==> src/rtl/dds_sweep_pkg.sv <==
// Shared definitions for the DDS frequency-sweep controller.
// Latency: n/a (types and constants only).
// Backpressure: n/a.
//
// Holds the sweep-mode codes, the controller state encoding and the default
// widths of the frequency words and the dwell counter.
package dds_sweep_pkg;

    localparam int PHASE_W_DEF = 32;
    localparam int DWELL_W_DEF = 24;

    localparam logic [1:0] MODE_SINGLE = 2'd0;
    localparam logic [1:0] MODE_SAW    = 2'd1;
    localparam logic [1:0] MODE_PING   = 2'd2;

    // STEP is folded into the terminal dwell cycle of RUN, so the controller
    // only ever sits in IDLE or RUN. The code is kept so the encoding stays
    // stable for anything that decodes the state.
    typedef enum logic [1:0] {
        IDLE = 2'd0,
        RUN  = 2'd1,
        STEP = 2'd2
    } state_t;

endpackage

==> src/rtl/dds_sweep_step.sv <==
// Saturating frequency step: next = cur +/- step, clamped at stop.
// Latency: purely combinational.
// Backpressure: none.
//
// Ports:
//   cur    current frequency word
//   step   unsigned step magnitude
//   stop   endpoint to saturate at
//   dir    1 = sweeping up, 0 = sweeping down
//   next   next frequency word (saturated)
//   at_end next equals the endpoint
module dds_sweep_step #(
    parameter int W = 32
) (
    input  logic [W-1:0] cur,
    input  logic [W-1:0] step,
    input  logic [W-1:0] stop,
    input  logic         dir,
    output logic [W-1:0] next,
    output logic         at_end
);

    // One extra bit catches carry-out (up) and borrow (down), both of which
    // mean the step overshot the endpoint.
    logic [W:0] sum;
    logic [W:0] dif;

    assign sum = {1'b0, cur} + {1'b0, step};
    assign dif = {1'b0, cur} - {1'b0, step};

    always_comb begin
        next = stop;
        if (dir) begin
            if (!sum[W] && (sum[W-1:0] < stop)) begin
                next = sum[W-1:0];
            end
        end else begin
            if (!dif[W] && (dif[W-1:0] > stop)) begin
                next = dif[W-1:0];
            end
        end
    end

    assign at_end = (next == stop);

endmodule

==> src/rtl/dds_sweep_ctrl.sv <==
// Frequency-sweep controller driving the DDS phase-increment input.
// Latency: inc_phi shows f_start the cycle after start; each point holds dwell+1 cycles.
// Backpressure: none; start is ignored while sweeping, abort wins over everything but reset.
//
// Ports:
//   clk, reset            clock, synchronous active-high reset
//   start, abort          sweep request (IDLE only) / sweep termination
//   mode                  0 single, 1 sawtooth, 2 ping-pong, 3 single
//   f_start, f_stop       sweep endpoints, f_step step magnitude
//   dwell                 each point held dwell+1 cycles
//   inc_phi               frequency word to the DDS core
//   sweeping, done, wrap  active flag, end-of-single pulse, restart/reversal pulse
module dds_sweep_ctrl
    import dds_sweep_pkg::*;
#(
    parameter int PHASE_W = PHASE_W_DEF,
    parameter int DWELL_W = DWELL_W_DEF
) (
    input  logic               clk,
    input  logic               reset,
    input  logic               start,
    input  logic               abort,
    input  logic [1:0]         mode,
    input  logic [PHASE_W-1:0] f_start,
    input  logic [PHASE_W-1:0] f_stop,
    input  logic [PHASE_W-1:0] f_step,
    input  logic [DWELL_W-1:0] dwell,
    output logic [PHASE_W-1:0] inc_phi,
    output logic               sweeping,
    output logic               done,
    output logic               wrap
);

    localparam logic [DWELL_W-1:0] CNT_ONE = {{(DWELL_W-1){1'b0}}, 1'b1};

    state_t             state_q, state_d;
    logic [1:0]         mode_q, mode_d;
    // Working endpoints: ping-pong swaps them at each reversal.
    logic [PHASE_W-1:0] lo_q, lo_d;
    logic [PHASE_W-1:0] hi_q, hi_d;
    logic [PHASE_W-1:0] step_q, step_d;
    logic [DWELL_W-1:0] dwell_q, dwell_d;
    logic [DWELL_W-1:0] cnt_q, cnt_d;
    logic               dir_q, dir_d;
    // Set while the point on inc_phi is the endpoint hi_q.
    logic               last_q, last_d;
    logic [PHASE_W-1:0] inc_q, inc_d;
    logic               swp_q, swp_d;
    logic               done_q, done_d;
    logic               wrap_q, wrap_d;

    logic [PHASE_W-1:0] nxt;
    logic               nxt_end;

    dds_sweep_step #(.W(PHASE_W)) u_step (
        .cur    (inc_q),
        .step   (step_q),
        .stop   (hi_q),
        .dir    (dir_q),
        .next   (nxt),
        .at_end (nxt_end)
    );

    always_ff @(posedge clk) begin
        if (reset) begin
            state_q <= IDLE;
            mode_q  <= MODE_SINGLE;
            lo_q    <= '0;
            hi_q    <= '0;
            step_q  <= '0;
            dwell_q <= '0;
            cnt_q   <= '0;
            dir_q   <= 1'b0;
            last_q  <= 1'b0;
            inc_q   <= '0;
            swp_q   <= 1'b0;
            done_q  <= 1'b0;
            wrap_q  <= 1'b0;
        end else begin
            state_q <= state_d;
            mode_q  <= mode_d;
            lo_q    <= lo_d;
            hi_q    <= hi_d;
            step_q  <= step_d;
            dwell_q <= dwell_d;
            cnt_q   <= cnt_d;
            dir_q   <= dir_d;
            last_q  <= last_d;
            inc_q   <= inc_d;
            swp_q   <= swp_d;
            done_q  <= done_d;
            wrap_q  <= wrap_d;
        end
    end

    always_comb begin
        state_d = state_q;
        mode_d  = mode_q;
        lo_d    = lo_q;
        hi_d    = hi_q;
        step_d  = step_q;
        dwell_d = dwell_q;
        cnt_d   = cnt_q;
        dir_d   = dir_q;
        last_d  = last_q;
        inc_d   = inc_q;
        swp_d   = swp_q;
        done_d  = 1'b0;
        wrap_d  = 1'b0;

        case (state_q)
            IDLE: begin
                if (start && !abort) begin
                    state_d = RUN;
                    mode_d  = mode;
                    lo_d    = f_start;
                    hi_d    = f_stop;
                    step_d  = f_step;
                    dwell_d = dwell;
                    dir_d   = (f_stop >= f_start);
                    last_d  = (f_start == f_stop);
                    inc_d   = f_start;
                    cnt_d   = '0;
                    swp_d   = 1'b1;
                end
            end

            RUN: begin
                if (abort) begin
                    state_d = IDLE;
                    swp_d   = 1'b0;
                    cnt_d   = '0;
                end else if (cnt_q != dwell_q) begin
                    cnt_d = cnt_q + CNT_ONE;
                end else begin
                    cnt_d = '0;
                    if (!last_q || mode_q == MODE_PING) begin
                        inc_d  = nxt;
                        last_d = nxt_end;
                        wrap_d = last_q;
                        // Ping-pong reverses on arrival at an endpoint, so the
                        // step unit already aims at the far end while the
                        // endpoint dwells and the endpoint is never repeated.
                        if (nxt_end && mode_q == MODE_PING) begin
                            lo_d  = hi_q;
                            hi_d  = lo_q;
                            dir_d = ~dir_q;
                        end
                    end else if (mode_q == MODE_SAW) begin
                        inc_d  = lo_q;
                        last_d = (lo_q == hi_q);
                        wrap_d = 1'b1;
                    end else begin
                        state_d = IDLE;
                        swp_d   = 1'b0;
                        done_d  = 1'b1;
                    end
                end
            end

            default: begin
                state_d = IDLE;
                swp_d   = 1'b0;
            end
        endcase
    end

    assign inc_phi  = inc_q;
    assign sweeping = swp_q;
    assign done     = done_q;
    assign wrap     = wrap_q;

endmodule

==> config.mk <==
export PLATFORM = sky130hd
export DESIGN_NAME = dds_sweep_ctrl
export DESIGN_NICKNAME = d
export VERILOG_FILES = /design/src/rtl/dds_sweep_pkg.sv /design/src/rtl/dds_sweep_step.sv /design/src/rtl/dds_sweep_ctrl.sv
export SDC_FILE = /design/constraint.sdc
export NUM_CORES = 1
export LEC_CHECK = 0
export ABC_AREA = 1
export CORE_MARGIN = 4
export CORE_UTILIZATION = 40
export CTS_BUF_LIST = sky130_fd_sc_hd__clkbuf_8
export CTS_CLUSTER_DIAMETER = 60
export DETAILED_ROUTE_END_ITERATION = 7
export HOLD_SLACK_MARGIN = 0.06
export MAX_ROUTING_LAYER = met4
export PLACE_DENSITY = 0.59
export SYNTH_ARGS = -nofsm -noshare
export SYNTH_HDL_FRONTEND = slang
export SYNTH_SLANG_ARGS = --single-unit
export TNS_END_PERCENT = 50
==> constraint.sdc <==
create_clock -name clk -period 5.6 [get_ports clk]
set_clock_uncertainty 0.2 [all_clocks]
set_input_delay 0.84 -clock clk [delete_from_list [all_inputs] [get_ports clk]]
set_output_delay 0.84 -clock clk [all_outputs]
set_load 0.1 [all_outputs]
==> results of run 1 <==
-- critical path, delay by kind of cell, from the launching register on --
kind | cells | cell delay, ns
compound gates | 3 | 0.51
fa+ha+maj | 2 | 0.62
buf+inv | 7 | 1.04
flops | 1 | 0.48
simple gates | 23 | 2.37
-- cell type report --
| cell class | instances | share of cell area, % |
|---|---|---|
| Clock buffer | 17 | 1.05 |
| Sequential cell | 183 | 16.5 |
| Multi-Input combinational cell | 2394 | 57.1 |
| Inverter | 478 | 8.06 |
| Timing Repair Buffer | 306 | 13.1 |
| Clock inverter | 15 | 0.734 |
| Tap cell | 600 | 3.36 |
| Antenna cell | 1 | 0.0112 |
-- logic make-up (layout without fill, tap and decap cells) --
| group | Yosys count | after routing | share of synthesized area (%) |
|---|---|---|---|
| AND/OR/NAND/NOR | 1640 | 1640 | 37.4 |
| buffers and inverters | 629 | 816 | 13.7 |
| AO/OA/AOI/OAI | 540 | 540 | 15.7 |
| flip-flops | 183 | 183 | 19.7 |
| adder cells (fa/ha/maj) | 162 | 162 | 11.0 |
| XOR/XNOR | 52 | 52 | 2.45 |
| other | 0 | 1 | 0 |
-- where the power goes --
| group | switching, mW | internal [mW] | total (mW) |
|---|---|---|---|
| clock | 0.606 | 0.371 | 0.977 |
| sequential | 0.127 | 1.41 | 1.53 |
| combinational | 3.27 | 1.77 | 5.05 |
-- worst min-delay path by stage --
| stage | start | endpoint | slack [ns] | depth (start not counted) |
|---|---|---|---|---|
| detailed placement | dwell_q[9]$_SDFFE_PP0P_ | dwell_q[9]$_SDFFE_PP0P_ | 0.25 | 2 |
| global placement | dwell_q[8]$_SDFFE_PP0P_ | dwell_q[8]$_SDFFE_PP0P_ | 0.25 | 2 |
| floorplan | dwell_q[3]$_SDFFE_PP0P_ | dwell_q[3]$_SDFFE_PP0P_ | 0.24 | 2 |
| global route | dwell_q[22]$_SDFFE_PP0P_ | dwell_q[22]$_SDFFE_PP0P_ | 0.29 | 2 |
| finish | dwell_q[9]$_SDFFE_PP0P_ | dwell_q[9]$_SDFFE_PP0P_ | 0.27 | 2 |
| CTS | dwell_q[9]$_SDFFE_PP0P_ | dwell_q[9]$_SDFFE_PP0P_ | 0.27 | 2 |
-- metrics by stage --
stage / cells / worst slack [ns] / setup TNS (ns)
final: 3994 / 0.264 / 0
after CTS: 3985 / 0.00209 / 0
after floorplan: 3206 / 0.265 / 0
after global placement: 3950 / -0.0287 / -0.360
after global routing: 3993 / -0.0831 / -3.65
after detailed placement: 3950 / -0.00366 / -0.00438
-- synth_stat cells (all sizes together) (6+ instances only) --
cell      n
nand2   982
inv     473
nand3   302
a21oi   244
nor2    235
o21ai   202
dfxtp   183
ha      160
clkbuf   83
buf      68
nand4    59
xor2     35
a31oi    32
nor3     29
o211ai   22
xnor2    17
nor4     11
o21bai   10
nand3b    8
and2      7
o22ai     6
-- state kept, by name, indices dropped and copies added, names as in the netlist --
signal and flops:
step_q 32, mode_q 2, wrap 1, dwell_q 24, sweeping 1, done 1, lo_q 32, inc_phi 32
hi_q 32, dir_q 1, cnt_q 24, last_q 1
-- per-layer routing --
metal | global-route usage (%) | share of wire, % | vias up
met4 | 7.32 | 2.0 | 0
met1 | 46.0 | 48 | 10100
met2 | 43.6 | 42 | 947
met3 | 3.75 | 7.9 | 95
li1 | - | - | 10700
met5 | - | 0 | -
-- repair_timing --
item                                   in CTS  in global routing
endpoints found under the hold margin       0                  0
hold buffers                                0                  0
cloned                                      0                  5
resized for setup                           4                120
pin swaps                                   1                  9
buffers inserted                            3                  3
setup endpoints to repair                  33                 66
==> flow_summary_export.csv, run 1 <==
group,metric,value,unit
final_layout,final_common_cell,"nand2_1",
floorplan,die_height,223,µm
clock_network,cts_num_sinks,183,
routing,wl_per_cell,19.6,µm
setup_path,ff2ff_setup_slack,0.26,ns
logic_synthesis,synth_edf_count,0,
logic_synthesis,ys_ff_latch,183,
clock_network,tritoncts,"yes",
floorplan,coreArea,45600,µm²
setup_path,endpoint_kind,"flop",
routing,antenna_left,0,
clock_network,clk_latency,0.59,ns
global_routing,grt_start_max_net_pins,168,
setup_path,path_class,"reg2reg",
routing,drc_errors,0,
global_routing,grt_antenna_before_repair,1,
sta,maxSlewViolCount,0,
min_path,hp-class,"reg2reg",
clock_network,numCtsBuffers,17,
setup_path,critPathMaxStageDelay,0.48,ns
logic_synthesis,ys_top_cells_by_area,"dfxtp_1 (20%), nand2_1 (20%), ha_1 (11%)",
final_layout,ff_latch_area,3690,µm²
final_layout,finalInstanceArea,22300,µm²
logic_synthesis,yosysTopAreaCell,"dfxtp_1",
clock_network,cts_root_buf,"clkbuf_8",
clock_network,clk_pin_slew,0.11,ns
final_layout,nFillCells,4850,
final_layout,final_cell_mix,"nand2_1 (949), inv_1 (456), nand3_1 (293)",
floorplan,initial_core_util,40.7,%
floorplan,fp.dieW,223,µm
sta,fin_crit_sh,95.3,%
routing,dr.pass1.iters,8,
routing,vias,21800,
power,p_total,7.56,mW
floorplan,num_io_pins,161,
sta,hold_viol_final,0,
power,power_density,338,nW/µm²
routing,avgViaCountPerCell,5.46,
placed_design,dp_hpwl,63100,µm
setup_path,critical_path_arrival,5.61,ns
logic_synthesis,synthArstFlopShare,0,%
placed_design,port_buffers,160,
final_layout,multi_input_area,12800,µm²
logic_synthesis,yosysSeqAreaShare,19.7,%
placed_design,placed_area,21400,µm²
setup_path,cpMaxStageDelayCell,"dfxtp_1",
setup_path,regToRegEndpoint,"hi_q[21]$_SDFFE_PP0P_",
setup_path,r2r-start,"inc_phi[14]$_SDFFE_PP0P_",
run,max_cap_violations,0,
logic_synthesis,synthFlopType,"dfxtp_1",
sta,slew_headroom,30.6,%
setup_path,setup.worst_path.start,"inc_phi[14]$_SDFFE_PP0P_",
floorplan,design.die.area,49900,µm²
global_routing,grt_use_total,30.7,%
final_layout,final_nets,3668,
sta,fmax,187,MHz
logic_synthesis,yosys.cell_types.count,45,
logic_synthesis,syn-instance-count,3206,
logic_synthesis,synth_top_area_share,19.7,%
sta,worst_slew_pin_slew,1.03,ns
final_layout,drive_gt1_share,9.78,%
setup_path,crit_end,"hi_q[21]$_SDFFE_PP0P_",
setup_path,required,5.88,ns
global_routing,overflow,0,
setup_path,reg2reg_depth,35,
setup_path,cp_common_cell,"nand2_1",
placed_design,gp_congestion,1.02,
floorplan,num_rows,78,
logic_synthesis,synth_warnings,0,
outcome,outcome,"completed",
sta,fin_crit,5.34,ns
final_layout,area_growth,20.4,%
clock_network,h-tree-depth,4,
final_layout,post-route-util,49.0,%
power,p_leak,11.2,nW
logic_synthesis,avgSynthCellArea,5.79,µm²
routing,routed_wl,78400,µm
setup_path,setup.worst_path.start_class,"flop",
sta,setup_viol,0,
logic_synthesis,synth_nets,3494,
setup_path,cp_max_fo,20,
logic_synthesis,syn_area,18600,µm²
global_routing,grt_pass1_wl,116000,µm
routing,drtIter0Drc,2546,
clock_network,clockBufferDepth,2,
power,ir_drop,0.195,mV
sta,fin_hold_ws,0.266,ns
global_routing,grt_pass1_vias,19700,
No activity file was read; power rests on OpenSTA's default activity.
==> run 2, diff against run 1 <==
--- a/config.mk
+++ b/config.mk
@@ -16,5 +16,6 @@
 export PLACE_DENSITY = 0.59
 export SYNTH_ARGS = -nofsm -noshare
 export SYNTH_HDL_FRONTEND = slang
+export SYNTH_HIERARCHICAL = 1
 export SYNTH_SLANG_ARGS = --single-unit
 export TNS_END_PERCENT = 50
==> flow_summary_export.csv, run 2 <==
group,metric,value,unit
floorplan,coreArea,48000,µm²
logic_synthesis,yosysSeqAreaShare,18.7,%
sta,fin_crit_sh,97.3,%
logic_synthesis,synthFlopType,"dfxtp_1",
setup_path,path_class,"reg2reg",
power,p_total,6.79,mW
power,ir_drop,0.224,mV
final_layout,final_cell_mix,"nand2_1 (1024), inv_1 (492), nor2_1 (291)",
global_routing,grt_antenna_before_repair,0,
clock_network,h-tree-depth,4,
routing,vias,22500,
clock_network,clockBufferDepth,2,
logic_synthesis,synth_warnings,6,
logic_synthesis,synth-xor-area-share,1.88,%
setup_path,critPathMaxStageDelay,0.37,ns
power,p_sw,3.24,mW
placed_design,dp_hpwl,57100,µm
run,max_cap_violations,0,
sta,fin_setup_tns,0,ns
global_routing,grt_start_max_net_pins,89,
global_routing,grt_pass1_wl,111000,µm
setup_path,cpMaxStageDelayCell,"dfxtp_1",
logic_synthesis,ys_top_cells_by_area,"nand2_1 (21%), dfxtp_1 (19%), ha_1 (10%)",
floorplan,design.die.area,52600,µm²
logic_synthesis,syn_area,19600,µm²
sta,maxSlewViolCount,0,
setup_path,critical_path_arrival,5.75,ns
routing,wl_per_cell,17.0,µm
sta,setup_viol,0,
logic_synthesis,synth_edf_count,0,
global_routing,grt_pass1_vias,20300,
outcome,outcome,"completed",
clock_network,numCtsBuffers,17,
floorplan,initial_core_util,40.8,%
logic_synthesis,avgSynthCellArea,5.71,µm²
setup_path,cp_max_fo,11,
sta,fmax,183,MHz
logic_synthesis,synth_compound_area_share,11.6,%
logic_synthesis,yosys.cell_types.count,50,
routing,antenna_left,0,
power,seq_power_share,21.6,%
logic_synthesis,yosys.area_share.simple,43.3,%
placed_design,gp_congestion,1.00,
logic_synthesis,syn-instance-count,3430,
logic_synthesis,yosysTopAreaCell,"nand2_1",
logic_synthesis,synth_commonest_cells,"nand2_1 (1121), inv_1 (502), nor2_1 (383)",
sta,worst_slew_pin_slew,1.14,ns
clock_network,tritoncts,"yes",
clock_network,clk_pin_slew,0.10,ns
final_layout,final_common_cell,"nand2_1",
setup_path,endpoint_kind,"flop",
logic_synthesis,synth_most_common_cell,"nand2_1",
power,p_leak,13.0,nW
final_layout,drive_gt1_share,21.3,%
floorplan,die_height,229,µm
setup_path,worst-path-buf-inv,8,
routing,drc_errors,0,
routing,drtIter0Drc,2278,
sta,hold_viol_final,0,
routing,avgViaCountPerCell,5.13,
routing,dr.pass1.iters,5,
setup_path,setup.worst_path.start_class,"flop",
logic_synthesis,synth_nets,3718,
floorplan,num_io_pins,161,
floorplan,num_rows,80,
logic_synthesis,synth_top_family_by_area,"simple AND/OR/NAND/NOR gates",
final_layout,diodes,0,
global_routing,overflow,0,
power,power_density,263,nW/µm²
min_path,hp-class,"reg2reg",
global_routing,grt_use_total,27.2,%
power,power.internal,3.55,mW
setup_path,required,5.90,ns
power,p_clk_share,15.2,%
routing,routed_wl,74800,µm
logic_synthesis,ys_ff_latch,183,
final_layout,final_nets,4049,
setup_path,critPathTopFamily,"simple AND/OR/NAND/NOR gates",
floorplan,fp.dieW,229,µm
sta,slew_headroom,23.4,%
clock_network,cts_num_sinks,183,
placed_design,port_buffers,160,
logic_synthesis,synth_top_area_share,21.5,%
logic_synthesis,synthMuxAreaShare,0,%
setup_path,cp_common_cell,"nand2_1",
logic_synthesis,synthAdderAreaFrac,10.4,%
power,swShare,47.7,%
clock_network,clk_latency,0.60,ns
logic_synthesis,synthArstFlopShare,0,%
sta,fin_crit,5.45,ns
final_layout,area_growth,31.9,%
clock_network,hold_buffers,0,
power,comb_power_share,63.2,%
clock_network,cts_root_buf,"clkbuf_8",
==> run 2: changes by cell type in the layout (fill, tap and decap cells not counted), sizes merged, moves of 8 or more <==
cell and delta:
a21oi -39, a31oi -30, buf +144, inv +49
nand2 +154, nand3b +11, nor2 +161, nor3 -10
nor4 -9, o211ai -8, o21ai -44, o21bai +22
xor2 -8
==> run 2: what timing repair did <==
| item | CTS | global route |
|---|---|---|
| pin swaps | 1 | 103 |
| setup buffers | 2 | 26 |
| endpoints found under the setup margin | 65 | 66 |
| gates resized for setup | 25 | 417 |
| cloned | 2 | 12 |
==> run 2: worst paths after layout <==
check | slack, ns | start | to | depth (start not counted)
min reg2reg | 0.26 | step_q[24]$_SDFFE_PP0P_ | step_q[24]$_SDFFE_PP0P_ | 2
max | 0.15 | step_q[9]$_SDFFE_PP0P_ | lo_q[1]$_SDFFE_PP0P_ | 40
max reg2reg | 0.15 | step_q[9]$_SDFFE_PP0P_ | lo_q[1]$_SDFFE_PP0P_ | 40
min | 0.26 | step_q[24]$_SDFFE_PP0P_ | step_q[24]$_SDFFE_PP0P_ | 2
==> run 2: area by class of cell <==
class	count	area [µm²]
clock buffers	18	248
clock inverters	14	199
fillers	5014	22200
inverters	525	2000
multi-input cells	2579	14800
flip-flops and latches	183	3690
well taps	615	769
repair buffers	454	4170
repair inverters	1	6.26
==> run 2: cells by family after synthesis <==
group / Yosys count
fa+ha+maj: 162
xor+xnor: 42
flops: 183
simple gates: 1950
buf+inv: 669
compound gates: 424
==> run 2: per-layer routing <==
layer	global-route usage, %	part of all wire [%]	vias to the layer above	wire length, µm
met3	3.55	6.1	127	4590
met5	-	0	-	0
met2	41.2	44	736	33100
met4	8.03	2.8	0	2060
li1	-	-	11400	-
met1	37.9	47	10200	35000
==> run 2: through the flow <==
stage / area (µm²) / setup slack, ns / instances / util (%) / hold WS (ns)
6_report: 25800 / 0.150 / 4389 / 53.8 / 0.261
5_1_grt: 25800 / -0.107 / 4389 / 53.8 / 0.280
4_1_cts: 23800 / 0.00356 / 4351 / 49.5 / 0.268
3_5_place_dp: 23200 / -0.241 / 4315 / 48.3 / 0.249
3_3_place_gp: 23200 / -0.255 / 4315 / 48.3 / 0.246
2_1_floorplan: 19600 / 0.111 / 3430 / - / 0.235
==> run 2: tightest hold or removal path: cells and delay by family (launching register included) <==
family          cells  cell delay, ns
flops               1            0.34
buf+inv             1            0.05
compound gates      1            0.05
==> run 2: power by group through the flow <==
stage                     Sequential, mW  Combinational, mW  Clock [mW]
after floorplan                     1.61               2.13           0
after global placement              1.49               3.58           0
final                               1.47               4.29        1.03
after global routing                1.48               4.66        1.11
after CTS                           1.46               3.67        1.07
after detailed placement            1.49               3.57           0
